===== config.mk =====
export PLATFORM = sky130hd
export DESIGN_NAME = dma_fifo_drain_wr_flat
export DESIGN_NICKNAME = d
export VERILOG_FILES = /design/src/rtl/dma_fifo_drain_wr_if.sv /design/src/rtl/dma_fifo_drain_wr.sv /design/src/flat_wrapper.sv
export SDC_FILE = /design/constraint.sdc
export NUM_CORES = 1
export LEC_CHECK = 0
export BUFFER_PORTS_ARGS = -buffer_cell sky130_fd_sc_hd__buf_4
export CORE_AREA = 10 10 102 149
export CTS_BUF_LIST = sky130_fd_sc_hd__clkbuf_4
export DETAILED_ROUTE_END_ITERATION = 12
export DIE_AREA = 0 0 112 159
export PLACE_DENSITY = 0.77
export SETUP_SLACK_MARGIN = 0.05
export SLEW_MARGIN = 20
export SYNTH_ARGS = -nofsm -noshare
export SYNTH_HDL_FRONTEND = slang
export SYNTH_SLANG_ARGS = --single-unit

===== constraint.sdc =====
create_clock -name clk -period 1.9 [get_ports clk]
set_input_delay 0.095 -clock clk [delete_from_list [all_inputs] [get_ports clk]]
set_output_delay 0.095 -clock clk [all_outputs]
set_load 0.1 [all_outputs]

===== src/rtl/dma_fifo_drain_wr_if.sv =====
// Handshake and bus bundle between the DMA control side, the staging FIFO
// pop port and the memory write port of the FIFO drain engine.
interface dma_fifo_drain_wr_if #(
   parameter int MEM_DATA_WIDTH = 32,
   parameter int ADDR_WIDTH     = 32,
   parameter int LEN_WIDTH      = 16
);
   logic                      start;
   logic [ADDR_WIDTH-1:0]     dst_addr;
   logic [LEN_WIDTH-1:0]      byte_len;
   logic                      busy;
   logic                      done;
   logic                      fifo_empty;
   logic                      fifo_pop;
   logic [MEM_DATA_WIDTH-1:0] fifo_rdata;
   logic                      mem_wr_req;
   logic [ADDR_WIDTH-1:0]     mem_wr_addr;
   logic [MEM_DATA_WIDTH-1:0] mem_wr_data;
   logic                      mem_wr_gnt;

   // Engine side: drives the FIFO pop and the memory write request.
   modport master (
      input  start, dst_addr, byte_len, fifo_empty, fifo_rdata, mem_wr_gnt,
      output busy, done, fifo_pop, mem_wr_req, mem_wr_addr, mem_wr_data
   );

   // Environment side: control, FIFO and memory.
   modport slave (
      output start, dst_addr, byte_len, fifo_empty, fifo_rdata, mem_wr_gnt,
      input  busy, done, fifo_pop, mem_wr_req, mem_wr_addr, mem_wr_data
   );
endinterface


===== src/rtl/dma_fifo_drain_wr.sv =====
// DMA write-side engine: pops one word at a time from the staging FIFO and
// writes it to consecutive destination addresses until byte_len is covered.
// One word in flight at most: POP -> CAPT -> REQ per word.
module dma_fifo_drain_wr #(
   parameter int MEM_DATA_WIDTH = 32,
   parameter int ADDR_WIDTH     = 32,
   parameter int LEN_WIDTH      = 16
) (
   input  logic                 clk,
   input  logic                 rstn,
   dma_fifo_drain_wr_if.master  bus
);
   localparam int BYTES = MEM_DATA_WIDTH / 8;
   localparam int SHIFT = $clog2(BYTES);

   typedef enum logic [2:0] {
      IDLE = 3'd0,
      POP  = 3'd1,
      CAPT = 3'd2,
      REQ  = 3'd3,
      DONE = 3'd4
   } state_t;

   state_t                    state_reg,   state_next;
   logic [ADDR_WIDTH-1:0]     addr_reg,    addr_next;
   logic [LEN_WIDTH:0]        remain_reg,  remain_next;
   logic [ADDR_WIDTH-1:0]     wr_addr_reg, wr_addr_next;
   logic [MEM_DATA_WIDTH-1:0] wr_data_reg, wr_data_next;
   logic                      pop;
   logic                      req;
   logic [LEN_WIDTH:0]        words;

   // One extra bit so an all-ones byte_len rounds up without overflow.
   assign words = ({1'b0, bus.byte_len} + (LEN_WIDTH+1)'(BYTES-1)) >> SHIFT;

   // State and datapath registers, cleared by reset.
   always_ff @(posedge clk) begin
      if (!rstn) begin
         state_reg   <= IDLE;
         addr_reg    <= '0;
         remain_reg  <= '0;
         wr_addr_reg <= '0;
         wr_data_reg <= '0;
      end else begin
         state_reg   <= state_next;
         addr_reg    <= addr_next;
         remain_reg  <= remain_next;
         wr_addr_reg <= wr_addr_next;
         wr_data_reg <= wr_data_next;
      end
   end

   // Next-state, counters and handshake strobes.
   always_comb begin
      state_next   = state_reg;
      addr_next    = addr_reg;
      remain_next  = remain_reg;
      wr_addr_next = wr_addr_reg;
      wr_data_next = wr_data_reg;
      pop          = 1'b0;
      req          = 1'b0;
      case (state_reg)
         IDLE: begin
            if (bus.start) begin
               if (words == '0) begin
                  state_next = DONE;
               end else begin
                  addr_next   = bus.dst_addr;
                  remain_next = words;
                  state_next  = POP;
               end
            end
         end
         POP: begin
            // Never pop an empty FIFO; wait here until data shows up.
            pop = ~bus.fifo_empty;
            if (!bus.fifo_empty) begin
               state_next = CAPT;
            end
         end
         CAPT: begin
            // Pop data is valid the cycle after the pop.
            wr_data_next = bus.fifo_rdata;
            wr_addr_next = addr_reg;
            state_next   = REQ;
         end
         REQ: begin
            // Address and data registers stay untouched until the grant.
            req = 1'b1;
            if (bus.mem_wr_gnt) begin
               addr_next   = addr_reg + ADDR_WIDTH'(BYTES);
               remain_next = remain_reg - (LEN_WIDTH+1)'(1);
               state_next  = (remain_reg == (LEN_WIDTH+1)'(1)) ? DONE : POP;
            end
         end
         DONE: begin
            state_next = IDLE;
         end
         default: begin
            state_next = IDLE;
         end
      endcase
   end

   assign bus.fifo_pop    = pop;
   assign bus.mem_wr_req  = req;
   assign bus.mem_wr_addr = wr_addr_reg;
   assign bus.mem_wr_data = wr_data_reg;
   assign bus.busy        = (state_reg != IDLE);
   assign bus.done        = (state_reg == DONE);
endmodule

===== src/flat_wrapper.sv =====
// flat-port wrapper written by rule: the top's interface ports become plain ports
module dma_fifo_drain_wr_flat 
#(
   parameter int MEM_DATA_WIDTH = 32,
   parameter int ADDR_WIDTH     = 32,
   parameter int LEN_WIDTH      = 16
)
  (clk, rstn, bus_start, bus_dst_addr, bus_byte_len, bus_fifo_empty, bus_fifo_rdata, bus_mem_wr_gnt, bus_busy, bus_done, bus_fifo_pop, bus_mem_wr_req, bus_mem_wr_addr, bus_mem_wr_data);
  dma_fifo_drain_wr_if #(.MEM_DATA_WIDTH(MEM_DATA_WIDTH), .ADDR_WIDTH(ADDR_WIDTH), .LEN_WIDTH(LEN_WIDTH)) bus_i ();
  input  logic clk;
  input  logic rstn;
  input wire logic [$bits(bus_i.start)-1:0] bus_start;
  input wire logic [$bits(bus_i.dst_addr)-1:0] bus_dst_addr;
  input wire logic [$bits(bus_i.byte_len)-1:0] bus_byte_len;
  input wire logic [$bits(bus_i.fifo_empty)-1:0] bus_fifo_empty;
  input wire logic [$bits(bus_i.fifo_rdata)-1:0] bus_fifo_rdata;
  input wire logic [$bits(bus_i.mem_wr_gnt)-1:0] bus_mem_wr_gnt;
  output wire logic [$bits(bus_i.busy)-1:0] bus_busy;
  output wire logic [$bits(bus_i.done)-1:0] bus_done;
  output wire logic [$bits(bus_i.fifo_pop)-1:0] bus_fifo_pop;
  output wire logic [$bits(bus_i.mem_wr_req)-1:0] bus_mem_wr_req;
  output wire logic [$bits(bus_i.mem_wr_addr)-1:0] bus_mem_wr_addr;
  output wire logic [$bits(bus_i.mem_wr_data)-1:0] bus_mem_wr_data;
  assign bus_i.start = bus_start;
  assign bus_i.dst_addr = bus_dst_addr;
  assign bus_i.byte_len = bus_byte_len;
  assign bus_i.fifo_empty = bus_fifo_empty;
  assign bus_i.fifo_rdata = bus_fifo_rdata;
  assign bus_i.mem_wr_gnt = bus_mem_wr_gnt;
  assign bus_busy = bus_i.busy;
  assign bus_done = bus_i.done;
  assign bus_fifo_pop = bus_i.fifo_pop;
  assign bus_mem_wr_req = bus_i.mem_wr_req;
  assign bus_mem_wr_addr = bus_i.mem_wr_addr;
  assign bus_mem_wr_data = bus_i.mem_wr_data;
  dma_fifo_drain_wr #(.MEM_DATA_WIDTH(MEM_DATA_WIDTH), .ADDR_WIDTH(ADDR_WIDTH), .LEN_WIDTH(LEN_WIDTH)) u_core (.clk(clk), .rstn(rstn), .bus(bus_i));
endmodule

Yosys cells after proc, flatten, opt, wreduce, memory -nomap -nowiden:

Cells that the tools add are included.

* register bits: 116
* bits of input ports: 85
* output and inout port bits: 68
* word-level logic and storage cells: 40

* add/sub/neg operators: 3
* eq/ne operators: 9
* mux-type cells: 16
* bitwise gates (word level): 1
* reductions and logical operators: 6

Operators with widths (number)
* $mux 32: 3
* $pmux 32 s2: 1
* $mux 17: 3
* $pmux 17 s2: 1
* $add 32x3->32 const B: 1
* $add 16x2->17 const B: 1
* $eq 17x1->1 const B: 1
* $logic_not 17->1: 1
* $sub 17x1->17 const B: 1
* $mux 3: 5
* $pmux 3 s4: 1
* $ne 2x2->1 const B: 4
* $eq 3x2->1 const B: 2
* $reduce_and 4->1: 1
* $eq 3x1->1 const B: 1
* $eq 3x3->1 const B: 1
* $logic_not 3->1: 1
* $reduce_and 3->1: 1
* $reduce_bool 3->1: 1
* $mux 1: 2
* $reduce_bool 2->1: 1
* $not 1->1: 1

Longest topological paths before layout:

* depth in word-level cells: 5
* mapped depth: 8
* depth with buffers taken out: 8

Worst setup path after synthesis:

No wires, ideal clock.

* kind: register -> register
* start: register u_core.state_reg[2]
* end: register u_core.addr_reg[3]
* setup time: 0.088 ns
* arrival time: 2.335 ns
* required time: 1.812 ns
* path slack: -0.524 ns
* stages on the path, launching flop included: 7
* cell sequence: dfxtp_1 nand3b_4 inv_2 clkbuf_1 clkbuf_1 nand2_1 a311oi_2

* longest elaborated chain between the ends: 3
* elaborated cells on any way between the ends: 8
* classes of those cells: eq/ne (4); mux (1); reduce/logical (3)

RTL lines
* from (decl): RTL line dma_fifo_drain_wr.sv:24 `state_t state_reg, state_next;`
* from (signal assigned): RTL line dma_fifo_drain_wr.sv:45 `state_reg <= state_next;`
* $eq 3x2->1 / $logic_not 3->1 (equally long branches): RTL line dma_fifo_drain_wr.sv:62 `case (state_reg)`
* $ne 2x2->1 (no source line) / $reduce_bool 2->1 (equally long branches)
* $reduce_and 4->1 (no source line)
* to (signal assigned): RTL line dma_fifo_drain_wr.sv:46 `addr_reg <= addr_next;`
* to (decl): RTL line dma_fifo_drain_wr.sv:25 `logic [ADDR_WIDTH-1:0] addr_reg, addr_next;`

Parallel ways exist; a longest one is shown, timed or not.
A chain may end at the register's enable or synchronous reset.

Worst setup path after layout:

* start: register u_core.remain_reg[1]
* end: register u_core.remain_reg[16]

* longest elaborated chain between the ends: 3

RTL lines
* from (decl): RTL line dma_fifo_drain_wr.sv:26 `logic [LEN_WIDTH:0] remain_reg, remain_next;`
* from (signal assigned): RTL line dma_fifo_drain_wr.sv:47 `remain_reg <= remain_next;`
* $sub 17x1->17: RTL line dma_fifo_drain_wr.sv:92 `remain_next = remain_reg - (LEN_WIDTH+1)'(1);`
* $mux 17: RTL line dma_fifo_drain_wr.sv:90 `if (bus.mem_wr_gnt) begin`
* $pmux 17 s2: RTL line dma_fifo_drain_wr.sv:62

Every way passes these cells. The select of a mux whose other input is x is not followed.

==> results.toml <==
[run_status]
status = "complete, but fails checks"
violations = "negative setup slack"

[floorplanning]
initial_core_util_pct = 49.2
fp-row-count = 50
ios = 153
die_area_um2 = 17800
chipHeight_um = 159
coreArea_um2 = 12400
fp.dieW_um = 112

[cts]
clock_latency_ps = 560
root_buffer = "clkbuf_4"
max-clock-path-buffers = 2
cts_tree = "built"
cts_sinks = 116
cts_htree_levels = 4
numCtsBuffers = 17
clk_pin_slew_ps = 110

[synthesis]
async_flop_share_pct = 0
syn_area_um2 = 6130
synth_area_leaders = "dfxtp_1 (38%), nand2_1 (11%), a21oi_1 (8.2%)"
synth-seq-area-share_pct = 37.9
synth_warnings = 0
synth_ff_type = "dfxtp_1"
synth.most_common_cell = "nand2_1"
yosysTopAreaCellShare_pct = 37.9
synth_seq_cells = 116
synth.avg_cell_area_um2 = 7.82
synth_top_area_cell = "dfxtp_1"
syn_nets = 872
synth_common_cells = "nand2_1 (185), dfxtp_1 (116), a21oi_1 (101)"
synth_edf_count = 0
ys_types = 86
netlist_instances = 784

[power]
p_sw_share_pct = 34.7
leakage_nw = 3.72
combPwrFrac_pct = 29.5
clkPwrFrac_pct = 28.5
peakVddDrop_v = 0.000470
totalPowerFinal_mw = 6.38
p_int_mw = 4.17
cellPowerDensity_nw_per_um2 = 685
switching_power_mw = 2.21
pwr-share-seq_pct = 42.1

[timing]
slew_headroom_pct = 56.2
finClkSkew_ps = 21.0
fmaxAchievable_mhz = 499
fin_crit_sh_pct = 105
maxSlewViolCount = 0
min_period_ps = 2000
whs_ps = 27.0
worst_slack_ps = -103
setup_viol = 4
grt_setup_unrepaired = "yes"
hold_viol = 0
worst_pin_slew_ps = 656

[layout]
regArea_um2 = 2340
design_area_um2 = 9310
fill_cells = 902
multi_input_area_um2 = 3690
area_growth_syn_to_layout_pct = 51.9
nets = 1149
layout-drive-gt1-share_pct = 35.2

[run]
cap_violations = 0

[detailed_routing]
drc = 0
drt-total-wl_mm = 21.9
route.vias.total = 7177
ant_nets = 0
drt_iter0_markers = 594
wire_per_inst_um = 17.8
viasPerCell = 5.83
first_pass_iters = 6

[place]
port_buffers = 152
gp_congestion = 0.866
dpl_cell_area_um2 = 7930
dpl.hpwl_mm = 14.3

[setup_path]
cp_max_fo = 3
arrival_ps = 2460
worst_setup_path_end_kind = "flip-flop"
cp-start-kind = "flip-flop"
critical_path_required_ps = 2360
critPathKind = "reg -> reg"

[global_routing]
grt_max_degree = 65
antenna_found_initial = 1
grt_usage_pct = 22.6
grt-ovfl-total = 0
grt_pass1_vias = 7006
grt_pass1_wl_mm = 34.3

[min_path]
hold_class = "in -> reg"
-- critical path, cell delays in order (launching register included) --
cell     delay [ps]
dfxtp_2         350
inv_2            70
ha_4            140
or3b_4          390
buf_6           130
nor3_4          220
buf_4           160
nand2_2          50
nor2_1           80
o21ai_1          90
a31oi_1         230
-- final cells by class --
class                           count  share of cell area, %
Clock inverter                     15                   1.68
Multi-Input combinational cell    592                   39.7
Inverter                           12                  0.484
Timing Repair Buffer              322                   29.5
Tap cell                          156                   2.10
Sequential cell                   116                   25.2
Antenna cell                        1                 0.0269
Clock buffer                       17                   1.37
-- cells in the final DEF (no fill, tap or decap), types with 5 or more instances in the layout --
| cell | synthesis | final |
|---|---|---|
| a22oi_1 | 6 | 6 |
| o21ai_1 | 9 | 13 |
| nand3_1 | 21 | 18 |
| xnor2_1 | 13 | 13 |
| dlygate4sd3_1 | 0 | 67 |
| nor4_2 | 4 | 5 |
| o211ai_1 | 10 | 10 |
| o311ai_1 | 7 | 7 |
| a211oi_2 | 5 | 5 |
| nor2_1 | 28 | 25 |
| and3_1 | 6 | 5 |
| a21oi_1 | 101 | 99 |
| buf_6 | 3 | 10 |
| nand4_1 | 6 | 6 |
| buf_4 | 1 | 235 |
| nor4_1 | 9 | 6 |
| inv_1 | 10 | 8 |
| dfxtp_1 | 116 | 104 |
| clkinvlp_4 | 0 | 5 |
| a31oi_1 | 12 | 12 |
| nand2_1 | 185 | 181 |
| clkbuf_4 | 0 | 17 |
| o221a_1 | 6 | 6 |
| nor3_1 | 22 | 17 |
| buf_12 | 0 | 8 |
| dfxtp_2 | 0 | 9 |
| o31ai_1 | 17 | 14 |
| o21ai_0 | 25 | 19 |
-- path summary, 6_finish.rpt --
check,start,to,slack (ps),cells past startpoint
hold reg to reg,u_core.bus.mem_wr_addr[29],u_core.bus.mem_wr_addr[29],460,2
hold / removal,bus_dst_addr[25],u_core.addr_reg[25],30,3
setup reg to reg,u_core.remain_reg[1],u_core.remain_reg[16],-100,10
setup / recovery,u_core.remain_reg[1],u_core.remain_reg[16],-100,10
-- power by group through the flow --
stage               Clock, mW  Sequential, mW  Combinational [mW]
finish                   1.82            2.68                1.88
global route             1.96            2.70                2.00
CTS                      1.85            2.67                1.74
detailed placement          0            2.72                1.56
global placement            0            2.71                1.54
floorplan                   0            2.98               0.692
-- logic make-up after synthesis --
group	share of synthesized area [%]
AO/OA/AOI/OAI	26.9
XOR/XNOR	2.29
adder cells (fa/ha/maj)	0.612
buffers and inverters	6.12
flip-flops	37.9
multiplexers	0.674
AND/OR/NAND/NOR	25.5
-- metal layers --
metal / GRT usage [%] / part of all wire, %
met1: 24.5 / 38
met2: 40.4 / 52
met3: 5.20 / 6.5
met4: 10.4 / 3.7
met5: 0 / 0
-- through the flow --
step / setup slack (ps) / utilization, % / std cells / TNS, ps
after global placement: -122 / 63.7 / 1117 / -765
after detailed placement: -145 / 63.7 / 1117 / -1750
after CTS: -84.6 / 72.3 / 1219 / -250
final: -103 / 74.8 / 1231 / -220
after floorplan: -26.4 / - / 784 / -26.4
after global routing: -214 / 74.8 / 1231 / -834
-- repair_timing --
| action | in CTS | in global routing |
|---|---|---|
| buffers inserted | 3 | 10 |
| setup endpoints to repair | 33 | 37 |
| resized for setup | 32 | 54 |
| cloned | 0 | 1 |
| hold buffers | 67 | 0 |
| pin swaps | 13 | 29 |
| endpoints found under the hold margin | 67 | 0 |
(Power assumes the default switching activity.)
